$ cat src/rtl/uart_rx_pkg.sv
// uart_rx_pkg: shared defaults, bit-order enum and length-width helper for the UART RX path
package uart_rx_pkg;
  localparam int DATA_WIDTH_DEF = 8;
  localparam int EDGE_CNT_W_DEF = 3;
  localparam int SAMPLE_EDGE_DEF = 6;
  typedef enum logic {LSB_FIRST = 1'b0, MSB_FIRST = 1'b1} bit_order_e;
  function automatic int len_w(input int dw);
    return $clog2(dw + 1);
  endfunction
endpackage

$ cat src/rtl/deser_bit_ctr.sv
// deser_bit_ctr: bit index, latched frame length and last-bit strobe for the deserializer
module deser_bit_ctr import uart_rx_pkg::*; #(
  parameter int DATA_WIDTH = DATA_WIDTH_DEF,
  parameter int LEN_W = len_w(DATA_WIDTH),
  parameter int IDX_W = $clog2(DATA_WIDTH)
) (
  input  logic             clk,
  input  logic             rst,
  input  logic             frame_clr,
  input  logic             cap,
  input  logic [LEN_W-1:0] cfg_len,
  output logic [IDX_W-1:0] bit_idx,
  output logic [LEN_W-1:0] len_cur,
  output logic             last_bit
);
  logic [LEN_W-1:0] len_q, cfg_s;
  // The first bit of a frame uses the live length; later bits use the latched one.
  always_comb begin
    cfg_s = (cfg_len == '0 || cfg_len > LEN_W'(DATA_WIDTH)) ? LEN_W'(DATA_WIDTH) : cfg_len;
    len_cur = (bit_idx == '0) ? cfg_s : len_q;
    last_bit = cap && (LEN_W'(bit_idx) == len_cur - LEN_W'(1));
  end
  always_ff @(posedge clk or negedge rst)
    if (!rst) begin
      bit_idx <= '0;
      len_q <= '0;
    end else if (frame_clr) begin
      bit_idx <= '0;
    end else if (cap) begin
      if (bit_idx == '0) len_q <= cfg_s;
      bit_idx <= last_bit ? '0 : bit_idx + 1'b1;
    end
endmodule

$ cat src/rtl/uart_rx_deserializer_p.sv
// uart_rx_deserializer_p: captures sampled bits into a word and publishes it with a done pulse
module uart_rx_deserializer_p import uart_rx_pkg::*; #(
  parameter int DATA_WIDTH = DATA_WIDTH_DEF,
  parameter int EDGE_CNT_W = EDGE_CNT_W_DEF,
  parameter int SAMPLE_EDGE = SAMPLE_EDGE_DEF,
  parameter bit MSB_FIRST = 1'b0,
  localparam int LEN_W = len_w(DATA_WIDTH),
  localparam int IDX_W = $clog2(DATA_WIDTH)
) (
  input  logic                  clk,
  input  logic                  rst,
  input  logic                  deser_en,
  input  logic                  frame_clr,
  input  logic [EDGE_CNT_W-1:0] edge_cnt,
  input  logic                  sampled_bit,
  input  logic [LEN_W-1:0]      cfg_len,
  output logic [DATA_WIDTH-1:0] P_DATA,
  output logic                  deser_done,
  output logic [IDX_W-1:0]      bit_idx
);
  logic cap, last_bit;
  logic [IDX_W-1:0] pos;
  logic [LEN_W-1:0] len_cur;
  logic [DATA_WIDTH-1:0] asm_q, asm_w;
  assign cap = deser_en && (edge_cnt == EDGE_CNT_W'(SAMPLE_EDGE)) && !frame_clr;
  deser_bit_ctr #(.DATA_WIDTH(DATA_WIDTH), .LEN_W(LEN_W), .IDX_W(IDX_W)) u_ctr (
    .clk(clk), .rst(rst), .frame_clr(frame_clr), .cap(cap), .cfg_len(cfg_len),
    .bit_idx(bit_idx), .len_cur(len_cur), .last_bit(last_bit)
  );
  always_comb begin
    pos = MSB_FIRST ? IDX_W'(len_cur - LEN_W'(1) - LEN_W'(bit_idx)) : bit_idx;
    asm_w = asm_q;
    asm_w[pos] = sampled_bit;
  end
  // The final bit goes straight to P_DATA so the word is published whole.
  always_ff @(posedge clk or negedge rst)
    if (!rst) begin
      asm_q <= '0;
      P_DATA <= '0;
      deser_done <= 1'b0;
    end else begin
      deser_done <= last_bit;
      if (frame_clr) asm_q <= '0;
      else if (last_bit) begin
        asm_q <= '0;
        P_DATA <= asm_w;
      end else if (cap) asm_q <= asm_w;
    end
endmodule
$ cat config.mk
export PLATFORM = sky130hd
export DESIGN_NAME = uart_rx_deserializer_p
export DESIGN_NICKNAME = d
export VERILOG_FILES = /design/src/rtl/uart_rx_pkg.sv /design/src/rtl/deser_bit_ctr.sv /design/src/rtl/uart_rx_deserializer_p.sv
export SDC_FILE = /design/constraint.sdc
export NUM_CORES = 1
export LEC_CHECK = 0
export ABC_AREA = 1
export CORE_UTILIZATION = 30
export CTS_CLUSTER_DIAMETER = 150
export DETAILED_ROUTE_END_ITERATION = 10
export GPL_TIMING_DRIVEN = 0
export PLACE_DENSITY_LB_ADDON = 0.3
export SYNTH_ARGS = -nofsm -noshare
export SYNTH_HDL_FRONTEND = slang
export SYNTH_HIERARCHICAL = 1
export SYNTH_SLANG_ARGS = --single-unit
$ cat constraint.sdc
create_clock -name clk -period 2.05 [get_ports clk]
set_input_delay 0.41 -clock clk [delete_from_list [all_inputs] [get_ports clk]]
set_output_delay 0.41 -clock clk [all_outputs]
set_load 0.03 [all_outputs]
[After elaboration in Yosys (flattened, before gate mapping)]
Cells that the tools add are included.
Cells by class
  add/sub/neg operators: 2
  multipliers: 0
  div/mod/pow operators: 0
  magnitude comparators: 3
  eq/ne operators: 2
  shifts and indexed selects: 0
  mux-type cells: 11
  bitwise logic cells: 1
  reductions and logical operators: 12
Operator list (count)
  $mux W8: 3
  $mux W3: 3
  $bwmux W8: 1
  $mux W4: 2
  $eq A3 B4 Y1: 1
  $gt A4 B4 Y1 const B: 1
  $logic_and A1 B1 Y1: 4
  $logic_not A4 Y1: 1
  $lt A3 B4 Y1 const B: 1
  $reduce_and A2 Y1: 2
  $sub A4 B1 Y4 const B: 1
  $add A3 B1 Y3 const B: 1
  $demux W1 S3: 1
  $eq A3 B3 Y1 const B: 1
  $ge A3 B1 Y1 const B: 1
  $logic_not A3 Y1: 1
  $reduce_bool A3 Y1: 1
  $reduce_bool A2 Y1: 1
  $logic_not A1 Y1: 1
  $logic_or A1 B1 Y1: 1
  $mux W1: 1
  $not A1 Y1: 1
Storage, ports and cells
  flip-flop bits (word level): 24
  latch bits: 0
  RAM bits: 0
  memory bits (read-only): 0
  bits of input ports: 12
  output and inout port bits: 12
  logic and storage cells: 36
  memories kept: 0

[Logic depth before layout (Yosys ltp)]
Gate-level depths: netlist of run 1.
  word-level depth: 10
  depth in mapped cells: 17
  mapped depth without buffers: 17

[By module]
Netlist of run 1, hierarchy kept.
By module, submodules not included
  uart_rx_deserializer_p: instances 1, cells each 114, area an instance 882.1 µm², seq. area each 425.4 µm²
  deser_bit_ctr: instances 1, cells each 85, area an instance 533.0 µm², seq. area each 175.2 µm²

[Least setup slack after synthesis of run 1]
OpenSTA, ideal clock, no wires.
  kind: register to register
  start point: reg u_ctr.bit_idx[0]
  end point: reg P_DATA[0]
  library setup time: 0.117 ns
  arrival: 2.245 ns
  required time: 1.933 ns
  slack: -0.312 ns
  stages on the path, launching flop included: 18
  path buffers: 0
  clock period less this slack: 2.362 ns
  cells stage by stage: dfrtp_1 > inv_1 > ha_1 > inv_1 > nor2_1 > nand2_1 > nand2_2 > nand2_1 > nand2_1 > nand3_1 > nand2_1 > nand3_2 > nor2_1 > inv_1 > nor2_4 > inv_2 > nand2_1 > nand2_1
On the way
  longest elaborated chain between the ends: 6
  elaborated cells between the ends (all ways): 12
  those cells by class: add/sub (1); order compare (2); eq/ne (1); mux (4); reduce/logical (4)
RTL lines
  start, declared: RTL line deser_bit_ctr.sv:12  | output logic [IDX_W-1:0] bit_idx,
  start signal, assigned: RTL line deser_bit_ctr.sv:31  | bit_idx <= last_bit ? '0 : bit_idx + 1'b1;
  $logic_not A3 Y1: RTL line deser_bit_ctr.sv:20  | len_cur = (bit_idx == '0) ? cfg_s : len_q;
  $mux W4
  $sub A4 B1 Y4: RTL line deser_bit_ctr.sv:21  | last_bit = cap && (LEN_W'(bit_idx) == len_cur - LEN_W'(1));
  $eq A3 B4 Y1 (*): RTL line deser_bit_ctr.sv:21
  $logic_and A1 B1 Y1 (*): RTL line deser_bit_ctr.sv:21
  net last_bit: RTL line uart_rx_deserializer_p.sv:21  | logic cap, last_bit;
  $reduce_and A2 Y1 (no line) (*)
  end signal, assigned: RTL line uart_rx_deserializer_p.sv:46  | P_DATA <= asm_w;
  end, declared: RTL line uart_rx_deserializer_p.sv:17  | output logic [DATA_WIDTH-1:0] P_DATA,
Mark *: on every way through the listed nets, which the timed path passes. The rest lies on a longest branch.
A chain may end at the register's enable or synchronous reset.

[Worst setup path in the final report of run 1]
  start point: reg u_ctr.bit_idx[0]
  end point: reg P_DATA[7]
The elaborated chain is that of the path after synthesis.

==> impl_metrics.yaml, run 1 <==
timing:
  rsz0062_at_grt: "true"
  tns_ns: -0.663
  slew_viol_final: 0
  hold_viol_final: 0
  min_period_over_period_pct: 104
  maxClockFrequency_mhz: 469
  setup_viol: 16
  hold_ws_ns: 0.473
  fin_ws_ns: -0.0831
  fin_skew_ns: 0.00397
  slew_headroom_pct: 28.3
  fin_crit_ns: 2.13
  tightest_slew_ns: 1.07
die:
  coreArea_sq_um: 4440
  start_util_pct: 31.8
  die_h_um: 70.6
  dieWidth_um: 70.6
  io_pins: 24
  fp-row-count: 24
  die_area_sq_um: 4980
detailed_routing:
  first_iter_violations: 102
  drc: 2
  first_pass_iters: 7
  wl_per_cell_um: 11.2
  vias: 1355
  viasPerCell: 4.69
  antenna_left: 0
  wl_um: 3240
grt:
  grtUsageTotal_pct: 13.9
  antenna_found_initial: 0
  grt_max_degree: 25
  grt_pass1_vias: 1185
  grt_pass1_wl_um: 5490
  overflow: 0
yosys:
  syn-num-nets: 212
  ys.warnings.count: 6
  syn_area_per_cell_sq_um: 7.13
  synth_area_sq_um: 1410
  synth_cells: 198
clocking:
  cts.root.buffer_cell: "clkbuf_8"
  cts_buffer_depth: 2
  clock_sinks: 24
  clkLatencyLatePin_ns: 0.27
  cts_tree: "yes"
  numCtsBuffers: 3
  h-tree-depth: 1
  clk_pin_slew_worst_paths_ns: 0.08
finish:
  layoutNonFillerInstCount: 289
  diodes: 0
  drive_above_1_share_pct: 32.1
  final_area_sq_um: 1980
  area.growth.synth_to_final_pct: 40.1
  final_core_util_pct: 44.5
  nFillCells: 465
  nets: 252
pwr:
  power.total_mw: 0.938
  p_per_area_nw_per_um2: 475
  p_leak_nw: 0.989
  ir_drop_mv: 0.263
critical_path:
  critical_path_arrival_ns: 2.35
  cp_max_fo: 4
  path_delay_family: "simple AND/OR/NAND/NOR gates"
  cp_data_required_time_ns: 2.26
  crit_type: "flip-flop to flip-flop"
  max_stage_delay_ns: 0.42
  crit_path_frequent_cell: "nand2_2"
  cp_num_buf_inv: 4
  crit_chain: "inv_2, ha_4, inv_2, nor2_4, nand2_2, nand2_4, nand3_2, nand2_2, nand2_2, nand2_2, nand3_4, nor2_4, inv_2, nor2_4, buf_4, nand2_1, nand2_1"
  crit_path_end_kind: "flip-flop"
  startpoint_type: "flip-flop"
  critPathSlowestCell: "dfrtp_2"
placement:
  gp_congestion: 0.790
  dp.cells: 272
  pre_cts_slack_ns: -0.423
  post-dp-hpwl_um: 2090
  portBuffers: 22
  dpl_cell_area_sq_um: 1730
run:
  cap_violations: 0
run_status:
  violations: "DRC, setup timing"
  run_status: "finished, violations left"
worst_hold_path:
  hold_class: "flip-flop to flip-flop"
==> final timing paths <==
kind	startpoint	endpoint	slack [ns]	cells after the start
hold / removal	P_DATA[7]	P_DATA[7]	0.47	2
setup / recovery	u_ctr/bit_idx[0]	P_DATA[7]	-0.08	17
setup reg to reg	u_ctr/bit_idx[0]	P_DATA[7]	-0.08	17
max in group asynchronous	rst	u_ctr/bit_idx[2]	0.62	1
hold reg to reg	P_DATA[7]	P_DATA[7]	0.47	2
min in group asynchronous	rst	asm_q[3]	0.72	1
==> power breakdown <==
group | internal (mW) | total [mW] | switching (mW)
sequential | 0.487 | 0.496 | 0.00822
clock | 0.139 | 0.291 | 0.152
combinational | 0.0651 | 0.152 | 0.0868
total | 0.691 | 0.938 | 0.247
==> per-layer routing <==
metal  track usage (%)  part of all wire, %  vias up
li1                  -                    -      708
met1              19.0                   48      609
met2              22.1                   46       33
met3             0.997                  4.0        5
met4              7.33                  2.2        0
met5                 0                    0        -
==> cell usage in the layout, fill, tap and decap left out, types with 2 or more instances in the layout <==
master / count
nand3_1: 18
inv_2: 10
nor2_4: 4
clkbuf_8: 3
dfrtp_1: 21
nor2_1: 8
buf_4: 12
inv_1: 9
nand2_4: 4
nand3_2: 3
o21ai_0: 4
nand4_1: 7
nand2_2: 25
nand2_1: 66
inv_4: 2
clkbuf_1: 2
buf_2: 3
dfrtp_2: 3
clkdlybuf4s50_1: 22
==> area by class of cell <==
class | count | area (sq um) | area share [%]
Buffer | 4 | 18.8 | 0.949
Inverter | 21 | 83.8 | 4.24
Timing Repair Buffer | 35 | 322 | 16.3
Multi-Input combinational cell | 149 | 838 | 42.4
Clock buffer | 4 | 45.0 | 2.28
Sequential cell | 24 | 604 | 30.6
Tap cell | 52 | 65.1 | 3.29
==> worst min-delay path, delay by kind of cell (launching register included) <==
kind / cells / cell delay (ns)
and+or+nand+nor: 2 / 0.09
DFF: 1 / 0.35
==> flip-flops by register name (all words and copies together), names as in the netlist <==
| name | count |
|---|---|
| P_DATA | 8 |
| asm_q | 8 |
| deser_done | 1 |
| u_ctr/bit_idx | 3 |
| u_ctr/len_q | 4 |
==> repair_timing <==
action | in CTS | in global routing
buffers inserted | 8 | 5
hold buffers | 0 | 0
gates resized for setup | 1 | 34
gates cloned | 0 | 0
endpoints found under the setup margin | 16 | 17
endpoints found under the hold margin | 0 | 0
pin swaps | 4 | 19
Power figures use the tool's default switching activity.
==> run 2: changes to the inputs <==
- clock period: 2.05 -> 2.6 ns (I/O delays scaled with it)
==> run 2 against run 1 <==
  * The flow finishes with violations (DRC)
  * Die area did not move
  * Fmax decreased by 8.0%
  * Wire length shrank 9.7%
  * Non-clock buffer count down 8
  * Critical path depth unchanged
  * Sequential power decreased by 21%
  * Critical endpoint is now P_DATA[2]
==> impl_metrics.yaml, run 2 (same netlist as run 1, synthesis figures left out) <==
worst_hold_path:
  min_to: "P_DATA[0]"
  hold_class: "flip-flop to flip-flop"
  min-delay-start: "P_DATA[0]"
  hold_depth: 2
critical_path:
  crit_start: "u_ctr/bit_idx[0]"
  critical_path_arrival_ns: 2.53
  cp_max_fo: 8
  startpoint_type: "flip-flop"
  crit_path_end_kind: "flip-flop"
  path_delay_family: "simple AND/OR/NAND/NOR gates"
  worstReg2RegEnd: "P_DATA[2]"
  r2r-start: "u_ctr/bit_idx[0]"
  r2r_setup_slack_ns: 0.28
  cp_data_required_time_ns: 2.81
  max_stage_delay_ns: 0.45
  path_depth: 17
  cp_num_buf_inv: 4
  crit_chain: "inv_1, ha_2, inv_1, nor2_2, nand2_1, nand2_2, nand2_2, nand2_1, nand3_1, nand2_2, nand3_4, nor2_4, inv_1, nor2_4, buf_4, nand2_1, nand2_1"
  crit_type: "flip-flop to flip-flop"
  reg2reg_depth: 17
  crit_path_frequent_cell: "nand2_1"
  critPathSlowestCell: "dfrtp_2"
finish:
  final_cell_mix: "87 x nand2_1, 22 x dfrtp_1, 22 x clkdlybuf4s50_1, 21 x nand3_1, 14 x inv_1"
  nets: 244
  final_core_util_pct: 41.3
  area.growth.synth_to_final_pct: 30.1
  final_common_cell: "nand2_1"
  drive_above_1_share_pct: 17.0
  diodes: 0
  top_regs: "P_DATA (8), asm_q (8), u_ctr/len_q (4)"
timing:
  slew_viol_final: 0
  rsz0062_at_grt: "false"
  tns_ns: 0
  slew_headroom_pct: 28.0
  tightest_slew_ns: 1.08
  hold_viol_final: 0
  fin_skew_ns: 0.00237
  maxClockFrequency_mhz: 431
  setup_viol: 0
  min_period_over_period_pct: 89.2
  fin_crit_ns: 2.32
clocking:
  numCtsBuffers: 3
  clk_pin_slew_worst_paths_ns: 0.09
  h-tree-depth: 1
  clock_sinks: 24
  cts_buffer_depth: 2
  cts_tree: "yes"
  clkLatencyLatePin_ns: 0.26
  cts.root.buffer_cell: "clkbuf_8"
detailed_routing:
  top_layer_used: "met4"
  drt-met1-wl_um: 1550
  wl_met3_um: 117
  wl_um: 2930
  first_iter_violations: 31
  antenna_left: 0
  vias: 1252
  first_pass_iters: 9
  wl_met2_um: 1230
  viasPerCell: 4.46
  wl_per_cell_um: 10.4
  drc: 4
run_status:
  run_status: "finished, violations left"
  violations: "DRC"
pwr:
  ir_drop_mv: 0.187
  p_leak_nw: 0.944
  power.total_mw: 0.816
  p_per_area_nw_per_um2: 444
grt:
  grt_pass1_vias: 1206
  overflow: 0
  antenna_found_initial: 0
  grtUsageTotal_pct: 13.0
  grt_max_degree: 25
  grt_pass1_wl_um: 5270
die:
  io_pins: 24
  dieWidth_um: 70.6
  start_util_pct: 31.8
  die_area_sq_um: 4980
  coreArea_sq_um: 4440
  die_h_um: 70.6
  fp-row-count: 24
run:
  cap_violations: 0
placement:
  portBuffers: 22
  post-dp-hpwl_um: 2110
  gp_congestion: 0.799
-- run 2: cell types whose count changed in the layout (fill, tap and decap cells not counted), sizes merged --
cell and delta:
buf -8, bufinv +1, clkbuf -1
-- run 2: report_power, final --
group / leakage, nW / total, mW / internal (mW) / switching (mW)
registers: 0.328 / 0.391 / 0.384 / 0.00673
clock network: 0.0357 / 0.328 / 0.206 / 0.123
logic: 0.580 / 0.0965 / 0.0389 / 0.0576
total: 0.944 / 0.816 / 0.629 / 0.187
-- run 2: how the worst max path moves through the flow --
stage	end
final	P_DATA[2]
after global routing	P_DATA[0]
after CTS	P_DATA[7]
after detailed placement	P_DATA[2]
after global placement	P_DATA[1]
after floorplan	P_DATA[0]
-- run 2: worst reg2reg max path, stage by stage (launching register included) --
cell,delay [ns]
dfrtp_2,0.45
inv_1,0.09
ha_2,0.18
inv_1,0.05
nor2_2,0.13
nand2_1,0.10
nand2_2,0.10
nand2_2,0.08
nand2_1,0.06
nand3_1,0.08
nand2_2,0.10
nand3_4,0.09
nor2_4,0.16
inv_1,0.09
nor2_4,0.24
buf_4,0.17
nand2_1,0.05
nand2_1,0.05
-- run 2: repair_timing --
item,CTS,global route
resized for setup,1,9
setup buffers,0,5
endpoints found under the setup margin,1,8
hold buffers,0,0
hold endpoints to repair,0,0
pin swaps,0,4
-- run 2: layout make-up --
cell class	count	area [sq um]
buffer	4	18.8
clock buffer	3	41.3
timing repair buffer	27	258
inverter	21	83.8
clock inverter	1	30.0
tap	52	65.1
fill	486	2610
multi-input combinational	149	736
sequential	24	603
-- run 2: through the flow --
step                      setup WS, ns  area, sq um  instances  hold WS (ns)
after floorplan                  0.250         1410        198         0.224
after global placement          -0.102         1700        272         0.466
after detailed placement        -0.141         1700        272         0.465
after CTS                       0.0933         1770        276         0.488
after global routing           0.00453         1840        281         0.505
final                            0.282         1840        281         0.486
-- run 2: metal layers --
metal  track usage [%]  vias to the layer above
met5                 0                        -
met4              4.67                        0
met3              1.57                        2
met2              21.0                       15
met1              18.0                      544
li1                  -                      691
